$ cat config.mk
export PLATFORM = sky130hd
export DESIGN_NAME = css_mcu0_dmi_tgt_bridge
export DESIGN_NICKNAME = d
export VERILOG_FILES = /design/src/rtl/css_mcu0_dmi_tgt_bridge.sv
export SDC_FILE = /design/constraint.sdc
export NUM_CORES = 1
export LEC_CHECK = 0
export CORE_ASPECT_RATIO = 1.1
export CORE_UTILIZATION = 26
export CTS_CLUSTER_DIAMETER = 40
export DETAILED_ROUTE_END_ITERATION = 12
export PLACE_DENSITY_LB_ADDON = 0.25
export SLEW_MARGIN = 0
export SYNTH_ARGS = -nofsm -noshare
export SYNTH_HDL_FRONTEND = slang
export SYNTH_SLANG_ARGS = --single-unit
$ cat constraint.sdc
create_clock -name core_clk -period 2.4 [get_ports core_clk]
set_input_delay 0.24 -clock core_clk [delete_from_list [all_inputs] [get_ports core_clk]]
set_output_delay 0.24 -clock core_clk [all_outputs]
set_load 0.005 [all_outputs]
$ cat src/rtl/css_mcu0_dmi_tgt_bridge.sv
// DMI-to-debug-target bridge: turns single-cycle DMI strobes into held
// req/ack transactions, with a timeout, a local status register and sticky errors.
module css_mcu0_dmi_tgt_bridge #(
  parameter int unsigned TIMEOUT_CYC = 255,
  parameter logic [6:0]  STATUS_ADDR = 7'h7F
) (
  input  logic        core_clk,
  input  logic        core_rst_n,
  input  logic        reg_en,
  input  logic        reg_wr_en,
  input  logic [6:0]  reg_wr_addr,
  input  logic [31:0] reg_wr_data,
  output logic [31:0] rd_data,
  output logic        tgt_req,
  output logic        tgt_we,
  output logic [6:0]  tgt_addr,
  output logic [31:0] tgt_wdata,
  input  logic        tgt_ack,
  input  logic [31:0] tgt_rdata,
  input  logic        tgt_err
);

  localparam int unsigned CNT_W  = 16;
  localparam int unsigned AW     = 7;
  localparam int unsigned DW     = 32;
  localparam logic [CNT_W-1:0] CNT_LAST = CNT_W'(TIMEOUT_CYC - 1);
  localparam logic [CNT_W-1:0] CNT_MAX  = '1;

  typedef enum logic {
    IDLE = 1'b0,
    REQ  = 1'b1
  } state_e;

  state_e           state_q;
  logic [CNT_W-1:0] cnt_q;
  logic             berr_q;
  logic             terr_q;
  logic             tout_q;
  logic             tgt_we_q;
  logic [AW-1:0]    tgt_addr_q;
  logic [DW-1:0]    tgt_wdata_q;
  logic [DW-1:0]    rd_data_q;

  logic             in_req;
  logic             st_access;
  logic             fwd_access;
  logic             done_ack;
  logic             done_tout;
  logic             berr_set;
  logic             terr_set;
  logic [2:0]       st_clr;
  logic [DW-1:0]    status_val;

  // Access decode, completion events and the live status word
  always_comb begin
    in_req     = (state_q == REQ);
    st_access  = reg_en && (reg_wr_addr == STATUS_ADDR);
    fwd_access = reg_en && (reg_wr_addr != STATUS_ADDR);
    done_ack   = in_req && tgt_ack;
    done_tout  = in_req && !tgt_ack && (cnt_q == CNT_LAST);
    berr_set   = in_req && fwd_access;
    terr_set   = done_ack && tgt_err;
    st_clr     = (st_access && reg_wr_en) ? reg_wr_data[3:1] : 3'b000;
    status_val = {28'd0, tout_q, terr_q, berr_q, in_req};
  end

  // Transaction FSM, timeout counter, sticky flags and held read data
  always_ff @(posedge core_clk) begin
    if (!core_rst_n) begin
      state_q     <= IDLE;
      cnt_q       <= '0;
      berr_q      <= 1'b0;
      terr_q      <= 1'b0;
      tout_q      <= 1'b0;
      tgt_we_q    <= 1'b0;
      tgt_addr_q  <= '0;
      tgt_wdata_q <= '0;
      rd_data_q   <= '0;
    end else begin
      // Set beats clear when both land on the same cycle
      berr_q <= (berr_q & ~st_clr[0]) | berr_set;
      terr_q <= (terr_q & ~st_clr[1]) | terr_set;
      tout_q <= (tout_q & ~st_clr[2]) | done_tout;

      case (state_q)
        IDLE: begin
          if (fwd_access) begin
            tgt_we_q    <= reg_wr_en;
            tgt_addr_q  <= reg_wr_addr;
            tgt_wdata_q <= reg_wr_data;
            cnt_q       <= '0;
            state_q     <= REQ;
          end
        end
        REQ: begin
          if (done_ack || done_tout) begin
            state_q <= IDLE;
          end else if (cnt_q != CNT_MAX) begin
            cnt_q <= cnt_q + CNT_W'(1);
          end
        end
        default: state_q <= IDLE;
      endcase

      // Target completion takes precedence over a status read in the same cycle
      if (done_ack && !tgt_we_q) begin
        rd_data_q <= tgt_rdata;
      end else if (done_tout && !tgt_we_q) begin
        rd_data_q <= '1;
      end else if (st_access && !reg_wr_en) begin
        rd_data_q <= status_val;
      end
    end
  end

  assign tgt_req   = in_req;
  assign tgt_we    = tgt_we_q;
  assign tgt_addr  = tgt_addr_q;
  assign tgt_wdata = tgt_wdata_q;
  assign rd_data   = rd_data_q;

endmodule
# Word-level counts from Yosys, hierarchy flattened
# Index checks and enable logic that the tools add are counted.
[totals]
regBits = 92
latchBits = 0
mem_bits_rw = 0
rom_bits = 0
inputBits = 77
out_inout_bits = 73
n_memories = 0
[op_classes]
add_sub_neg = 1
n_mul = 0
div_mod_pow = 0
n_lt_le_gt_ge = 0
n_eq_ne = 7
shifts = 0
mux = 11
n_bitwise = 10
n_reduce_logical = 18
[ops]
columns = ["operator", "count"]
rows = [
  ["$mux 32", 3],
  ["$mux 16", 3],
  ["$pmux 16 s2", 1],
  ["$add 16x1->16 const B", 1],
  ["$eq 16x8->1 const B", 1],
  ["$ne 16x16->1 const B", 1],
  ["$logic_and 1x1->1", 11],
  ["$eq 7x7->1 const B", 1],
  ["$ne 7x7->1 const B", 1],
  ["$ne 2x2->1 const B", 2],
  ["$not 1->1", 4],
  ["$and 1x1->1", 3],
  ["$logic_not 1->1", 3],
  ["$mux 3", 1],
  ["$or 1x1->1", 3],
  ["$reduce_and 3->1", 1],
  ["$reduce_bool 3->1", 1],
  ["$mux 1", 2],
  ["$ne 2x1->1 const B", 1],
  ["$pmux 1 s2", 1],
  ["$reduce_and 2->1", 1],
  ["$logic_or 1x1->1", 1],
]

# Depth between registers and ports, before layout
# Gate-level depths: netlist of run 1.
[depth]
ltp_word = 7
mapped_depth = 8

# Worst setup path after synthesis of run 1
# Ideal clock, no wire load.
[synth_path]
path_kind = "reg2reg"
start = "register cnt_q[0]"
end = "register rd_data_q[0] (netlist: rd_data[0])"
setup_time_ns = 0.072
arrival_ns = 2.195
required_ns = 2.328
setup_slack_ns = 0.133
path_stages_with_launch = 9
path_buffers = 1
period_less_slack_ns = 2.267
path_cell_list = "dfxtp_1 > inv_1 > ha_1 > or4b_4 > or4_1 > or3_1 > buf_6 > nand3_1 > mux2i_1"
[synth_between]
elab_chain_cells = 5
word_cells_on_any_way = 6
classes_between = "eq/ne: 1; mux: 2; reduce/logical: 3"
[synth_rtl]
columns = ["element", "line", "source"]
rows = [
  ["from (decl)", "35", "logic [CNT_W-1:0] cnt_q;"],
  ["from (signal assigned)", "99", "cnt_q <= cnt_q + CNT_W'(1);"],
  ["$eq 16x8->1 *", "60", "done_tout = in_req && !tgt_ack && (cnt_q == CNT_LAST);"],
  ["$logic_and 1x1->1 *", "60", ""],
  ["$logic_and 1x1->1 *", "108", "end else if (done_tout && !tgt_we_q) begin"],
  ["$mux 32", "108", ""],
  ["$mux 32", "106", "if (done_ack && !tgt_we_q) begin"],
  ["to (signal assigned)", "107", "rd_data_q <= tgt_rdata;"],
  ["to (signal assigned)", "111", "rd_data_q <= status_val;"],
  ["to (decl)", "42", "logic [DW-1:0] rd_data_q;"],
]
# Every way passes the cells marked *; elsewhere a longest branch is shown, timed or not.
# A chain may end at the register's enable or synchronous reset.

# Worst setup path in the final report of run 1
[layout_path]
start = "register cnt_q[0]"
end = "register rd_data_q[18] (netlist: rd_data[18])"
# Same word-level chain as after synthesis.

==> summary.md, run 1 <==
| Metric | Value |
|---|---|
| Outcome | completed |
| Antenna violations before repair | 0 |
| Die Span X | around 120 µm |
| Port bufs | 149 |
| Post-DP HPWL | 8280 µm |
| Site row count | 45 |
| Synth unique cells | 39 |
| Critical path peak fanout | 16 |
| Tmin final | 2.33 ns |
| Total gr overflow | 0 |
| RR Endpoint | rd_data[18] |
| Power Density | roughly 670 nW/µm² |
| R2r worst-path depth | 7 |
| Clk_lat worst skew | approximately 0.35 ns |
| Vias | 4009 |
| Area growth syn-to-layout | 58.3% |
| Peak VDD IR | 0.000436 V |
| Worst clock skew | 0.00820 ns |
| Clock sinks | 92 |
| Total power | 3980 µW |
| Post-Syn Area per Cell | 8.02 µm² |
| Syn nets | 549 |
| Relative slew slack | 0.704 |
| CP Capture Type | flop |
| DP Cell Count | 798 |
| Most area-consuming cells after synthesis | dfxtp_1 (49%), nand2_1 (13%), a21oi_1 (7.8%) |
| Register area share after synthesis | 0.489 |
| Register bit total from synthesis | 92 |
| Crit path to | rd_data[18] |
| CP Class | flop to flop |
| Fill cell count | 1423 |
| DR iter-0 viols | 253 |
| Ant diodes | 0 |
| Die footprint | approximately 15000 µm² |
| Share of cells above drive strength 1 | 0.0863 |
| Wire per inst | 14.5 µm |
| Hold Path Class | input pin to flop |
| Fin nets | 700 |
| Clock tree from TritonCTS | built |
| Lkg Pwr | 0.00209 µW |
| Initial Util | 0.270 |
| Critical Path Source | cnt_q[0] |
| Flop-to-flop setup slack | 0.07 ns |
| DR pass1 iterations | 5 |
| Final Hold Vio Count | 0 |
| CP startpoint kind | flop |
| Hold wc startpoint | reg_wr_data[31] |
| GRT Resource Usage Total | 0.158 |
| Final Setup Violations | 0 |
| Gpl congestion | 0.827 |
| Mapped Cells | 470 |
| Total core area | between 10000 and 15000 µm² |
| Synth top area share | 0.489 |
| Clock transition at path regs | 0.07 ns |
| Largest net degree at the start of global routing | 43 |
| Htree depth | 3 |
| Vias in the first global route | 3774 |
| CTS root buffer | clkbuf_16 |
| Synth Warn # | 0 |
| First-pass GRT wire length | 18400 µm |
| Cts bufs inserted | 9 |
| WP data arrival | 2.60 ns |
| # IOs | 150 |
| Post-Syn Area | 3770 µm² |
| Slew Limit Fails | 0 |
| Vias/cell | 4.93 |
| Longest Clk Path Bufs | 2 |
| Slew @ Worst Pin | 0.444 ns |
| Max Cap Viol | 0 |
| Final ANT Viol Nets | 0 |
| Setup repair bufs after CTS | 0 |
| Achievable Freq | between 400 and 500 MHz |
| Largest area contributor in the netlist | dfxtp_1 |
| WP data required | 2.67 ns |
| Final WL | approximately 12000 µm |
| Final clock period utilization by the worst path | 0.971 |
| Die H | 128 µm |
| Reg2reg start | cnt_q[0] |
| DRC | 0 |
| Fin cells | just over 800 |
[layout by cell type, fill, tap and decap left out, drive strengths merged, types with 2 or more instances in the layout]
master	Yosys	layout
o211ai	2	2
nand2	126	126
buf	8	26
o21ai	18	18
o21a	3	3
inv	7	9
ha	2	2
or3	2	2
a31oi	32	32
nor2	4	4
o31ai	2	2
clkdlybuf4s50	0	149
nand3b	2	2
and4	2	2
mux2i	4	4
o41ai	2	2
nand4	4	4
or4	11	11
clkbuf	27	9
nor2b	4	4
and3	3	3
a21oi	59	59
or3b	2	2
bufinv	0	5
nand4b	2	2
a211oi	2	2
nand3	40	40
dfxtp	92	92
[flip-flops by register name, summed over array words and instances (netlist names)]
name	flops
berr_q	1
cnt_q	16
rd_data	32
terr_q	1
tgt_addr	7
tgt_req	1
tgt_wdata	32
tgt_we	1
tout_q	1
[cells in the mapped netlist (all sizes together)]
cell     instances
nand2          126
dfxtp           92
a21oi           59
nand3           40
a31oi           32
clkbuf          27
o21ai           18
or4             11
buf              8
inv              7
mux2i            4
nand4            4
nor2             4
nor2b            4
and3             3
o21a             3
a211oi           2
and4             2
ha               2
nand3b           2
nand4b           2
o211ai           2
o31ai            2
o41ai            2
or3              2
or3b             2
nor3             1
nor3b            1
nor4             1
o22ai            1
o2bb2ai          1
o311ai           1
o41a             1
or4b             1
[how the worst min path moves through the flow]
stage | endpoint | slack (ns) | cells past startpoint
final | tgt_wdata[31] | 0.43 | 3
after global routing | tgt_wdata[13] | 0.44 | 3
after CTS | tgt_wdata[31] | 0.42 | 3
after detailed placement | tgt_wdata[7] | 0.45 | 2
after global placement | tgt_wdata[14] | 0.44 | 2
after floorplan | tgt_addr[0] | 0.38 | 2
[logic make-up after synthesis]
| group | share of synthesized area |
|---|---|
| AOI/OAI and AO/OA | 0.191 |
| adders and majority gates | 0.00664 |
| buffers and inverters | 0.0501 |
| DFF | 0.489 |
| muxes | 0.0106 |
| and+or+nand+nor | 0.253 |
[cell type report]
class | count | area, µm² | area share
repair buffers | 175 | 1690 | 0.284
clock buffers | 9 | 225 | 0.0378
clock inverters | 7 | 168 | 0.0281
flip-flops and latches | 92 | 1840 | 0.309
inverters | 7 | 26.3 | 0.00441
multi-input cells | 336 | 1770 | 0.297
well taps | 188 | 235 | 0.0394
[timing repair]
action / 4_1_cts / 5_1_grt
resized for setup: 0 / 5
endpoints found under the setup margin: 0 / 31
hold buffers: 0 / 0
endpoints found under the hold margin: 0 / 0
[report_power, final]
part           internal [µW]  total, µW  switching [µW]
Combinational            284        493             209
Clock                   1240       1860             626
Sequential              1590       1620            35.0
[metrics by stage]
step | area (µm²) | worst slack (ns) | setup TNS, ns | util | hold WS (ns)
6_report | 5960 | 0.0691 | 0 | 0.427 | 0.435
5_1_grt | 5960 | -0.00272 | -0.00272 | 0.427 | 0.444
4_1_cts | 5940 | 0.0336 | 0 | 0.425 | 0.423
3_5_place_dp | 5550 | 0.0337 | 0 | 0.397 | 0.446
3_3_place_gp | 5550 | 0.0869 | 0 | 0.397 | 0.441
2_1_floorplan | 3770 | 0.133 | 0 | - | 0.376
[metal layers]
metal	track usage	routed length [µm]
met1	0.188	4940
met2	0.255	5600
met3	0.0563	1030
met4	0.0663	229
met5	0	0
[worst max-delay path, stage by stage, from the launching register on]
cell and delay, ns:
dfxtp_1 0.31, inv_1 0.06, ha_1 0.15, or4b_4 0.48, or4_1 0.57, or3_4 0.37
buf_6 0.17, a31oi_1 0.15
Note: power is estimated with default switching activity, not from simulation.
==> run 2: changes to the inputs <==
- REMOVE_ABC_BUFFERS: not set -> 1
==> summary.md, run 2 (same netlist as run 1, synthesis figures left out) <==
| Metric | Value |
|---|---|
| Met3 Wirelength | 919 µm (-11%) |
| Htree depth | 3 (unchanged) |
| Commonest cells after routing, fill and taps aside | clkdlybuf4s50_1 (149), nand2_1 (126), dfxtp_1 (92) |
| Vias/cell | 4.85 (-1.5%) |
| Worst path max stage delay | 0.55 ns (-0.02 ns) |
| FF+latch area | 1840 µm² (unchanged) |
| Buf+Inv Stages, Crit Path | 2 (unchanged) |
| Achievable Freq | 434 MHz (+1.1%) |
| Final Hold Vio Count | 0 (unchanged) |
| Switch Pwr | 841 µW (-3.3%) |
| RSZ-0062 raised after global routing | false |
| Outcome | completed |
| DR pass1 iterations | 5 (unchanged) |
| Int Pwr | 2720 µW (-13%) |
| First-pass GRT wire length | 18600 µm (+1.0%) |
| Vias in the first global route | 3838 (+1.7%) |
| Tmin final | 2.31 ns (-0.0251 ns) |
| WP data required | 2.66 ns (about the same) |
| Slew @ Worst Pin | 0.451 ns (+0.00662 ns) |
| CP Class | flop to flop |
| Post-Route Setup TNS | 0 ns (unchanged) |
| Antenna violations before repair | 0 (unchanged) |
| Clock transition at path regs | 0.06 ns (about the same) |
| Area growth syn-to-layout | 55.5% |
| # IOs | 150 (unchanged) |
| Post-DP HPWL | 8350 µm (+0.82%) |
| Routed wl met2 | 5590 µm (-0.27%) |
| Fin nets | 698 (-0.29%) |
| Slew Limit Fails | 0 (unchanged) |
| Die Span X | 117 µm (unchanged) |
| Total gr overflow | 0 (unchanged) |
| Sequential share of power | 0.457 (+0.049) |
| Max Cap Viol | 0 (unchanged) |
| Power Density | 607 nW/µm² (-9.1%) |
| CP Capture Type | flop |
| Port bufs | 149 (unchanged) |
| Finished layout cell area | 5860 µm² (-1.7%) |
| Slowest stage cell on the critical path | or4_4 |
| Switching share of power | 0.236 (+0.0180) |
| Vias | 3938 (-1.8%) |
| CTS root buffer | clkbuf_16 |
| Top layer in use | met4 |
| Clock sinks | 92 (unchanged) |
| Clk_lat worst skew | 0.34 ns (about the same) |
| Die H | 128 µm (unchanged) |
| Relative slew slack | 0.699 (-0.00441) |
| Die footprint | 15000 µm² (unchanged) |
| Setup repair bufs after CTS | 0 (unchanged) |
| Fill cell count | 1448 (+1.8%) |
| Wire per inst | 14.4 µm (-0.77%) |
| Worst clock skew | 0.00636 ns (-0.00184 ns) |
| Cts bufs inserted | 9 (unchanged) |
| Final clock period utilization by the worst path | 0.961 (-0.0105) |
| Ant diodes | 0 (unchanged) |
| Gpl congestion | 0.817 (-1.1%) |
| DRC | 0 (unchanged) |
| Lkg Pwr | 0.00204 µW (-2.5%) |
| Total core area | 14000 µm² (unchanged) |
| Largest net degree at the start of global routing | 43 (unchanged) |
| Final Setup Violations | 0 (unchanged) |
| Leading cell type in the layout, fill and taps excluded | clkdlybuf4s50_1 |
| PostCTS Resize Cnt | 0 (unchanged) |
| Share of cells above drive strength 1 | 0.0833 (-0.00293) |
| Crit path cell chain | inv_1 -> ha_1 -> or4b_4 -> or4_4 -> or3_4 -> buf_4 -> a31oi_1 |
| Logic pwr share | 0.138 (+0.014) |
| Clock power frac | 0.405 (-0.063) |
| GRT Resource Usage Total | 0.160 (+0.00269) |
| Initial Util | 0.270 (unchanged) |
| Area of the multi-input gates | 1780 µm² (+0.49%) |
| Final ANT Viol Nets | 0 (unchanged) |
| DR iter-0 viols | 206 (-19%) |
| Area post-placement | 5540 µm² (-0.18%) |
| Hold Path Class | input pin to flop |
| Flop-to-flop setup slack | 0.09 ns (+0.03 ns) |
| Critical path peak fanout | 14 (-2) |
| Site row count | 45 (unchanged) |
| Largest delay share family, worst path | simple AND/OR/NAND/NOR gates |
| Final WL | 11700 µm (-1.0%) |
| CP startpoint kind | flop |
| WP data arrival | 2.57 ns (-0.03 ns) |
| Metal-1 WL | 4860 µm (-1.7%) |
| Peak VDD IR | 0.000295 V (-32%) |
| Longest Clk Path Bufs | 2 (unchanged) |
| Hold_buf cts | 0 (unchanged) |
| Clock tree from TritonCTS | built |
[run 2: worst paths after layout]
kind | from | to | depth (start not counted)
min | reg_wr_data[25] | tgt_wdata[25] | 3
max reg2reg | cnt_q[0] | rd_data[6] | 7
max | cnt_q[0] | rd_data[6] | 7
min reg2reg | tgt_wdata[30] | tgt_wdata[30] | 2
[run 2: layout make-up]
class	count	area share
flip-flops and latches	92	0.314
inverters	7	0.00448
clock buffers	11	0.0414
well taps	188	0.0401
multi-input cells	336	0.304
repair buffers	173	0.285
clock inverters	5	0.0102
[run 2: power by group through the flow]
stage	registers, µW	logic, µW	clock network, µW
floorplan	1670	152	0
global placement	1660	489	0
detailed placement	1660	496	0
CTS	1630	499	1490
global route	1630	542	1560
finish	1630	492	1440
[run 2: stage by stage]
stage | total power [µW] | hold WS [ns] | worst slack [ns] | util | instances
6_report | 3560 | 0.446 | 0.0942 | 0.420 | 812
5_1_grt | 3730 | 0.445 | 0.00442 | 0.420 | 812
4_1_cts | 3610 | 0.430 | 0.0303 | 0.418 | 812
3_5_place_dp | 2160 | 0.446 | 0.0516 | 0.396 | 796
3_3_place_gp | 2150 | 0.442 | 0.0927 | 0.396 | 796
2_1_floorplan | 1820 | 0.376 | -0.391 | - | 435
[run 2: layer usage]
layer,GRT usage,vias to the layer above
met4,0.0797,0
met3,0.0506,17
met1,0.182,1820
li1,-,1958
met5,0,-
met2,0.269,143
[run 2: worst min-delay path, stage by stage]
cell and delay, ns:
clkdlybuf4s50_1 0.39, nand2_1 0.05, a21oi_1 0.05
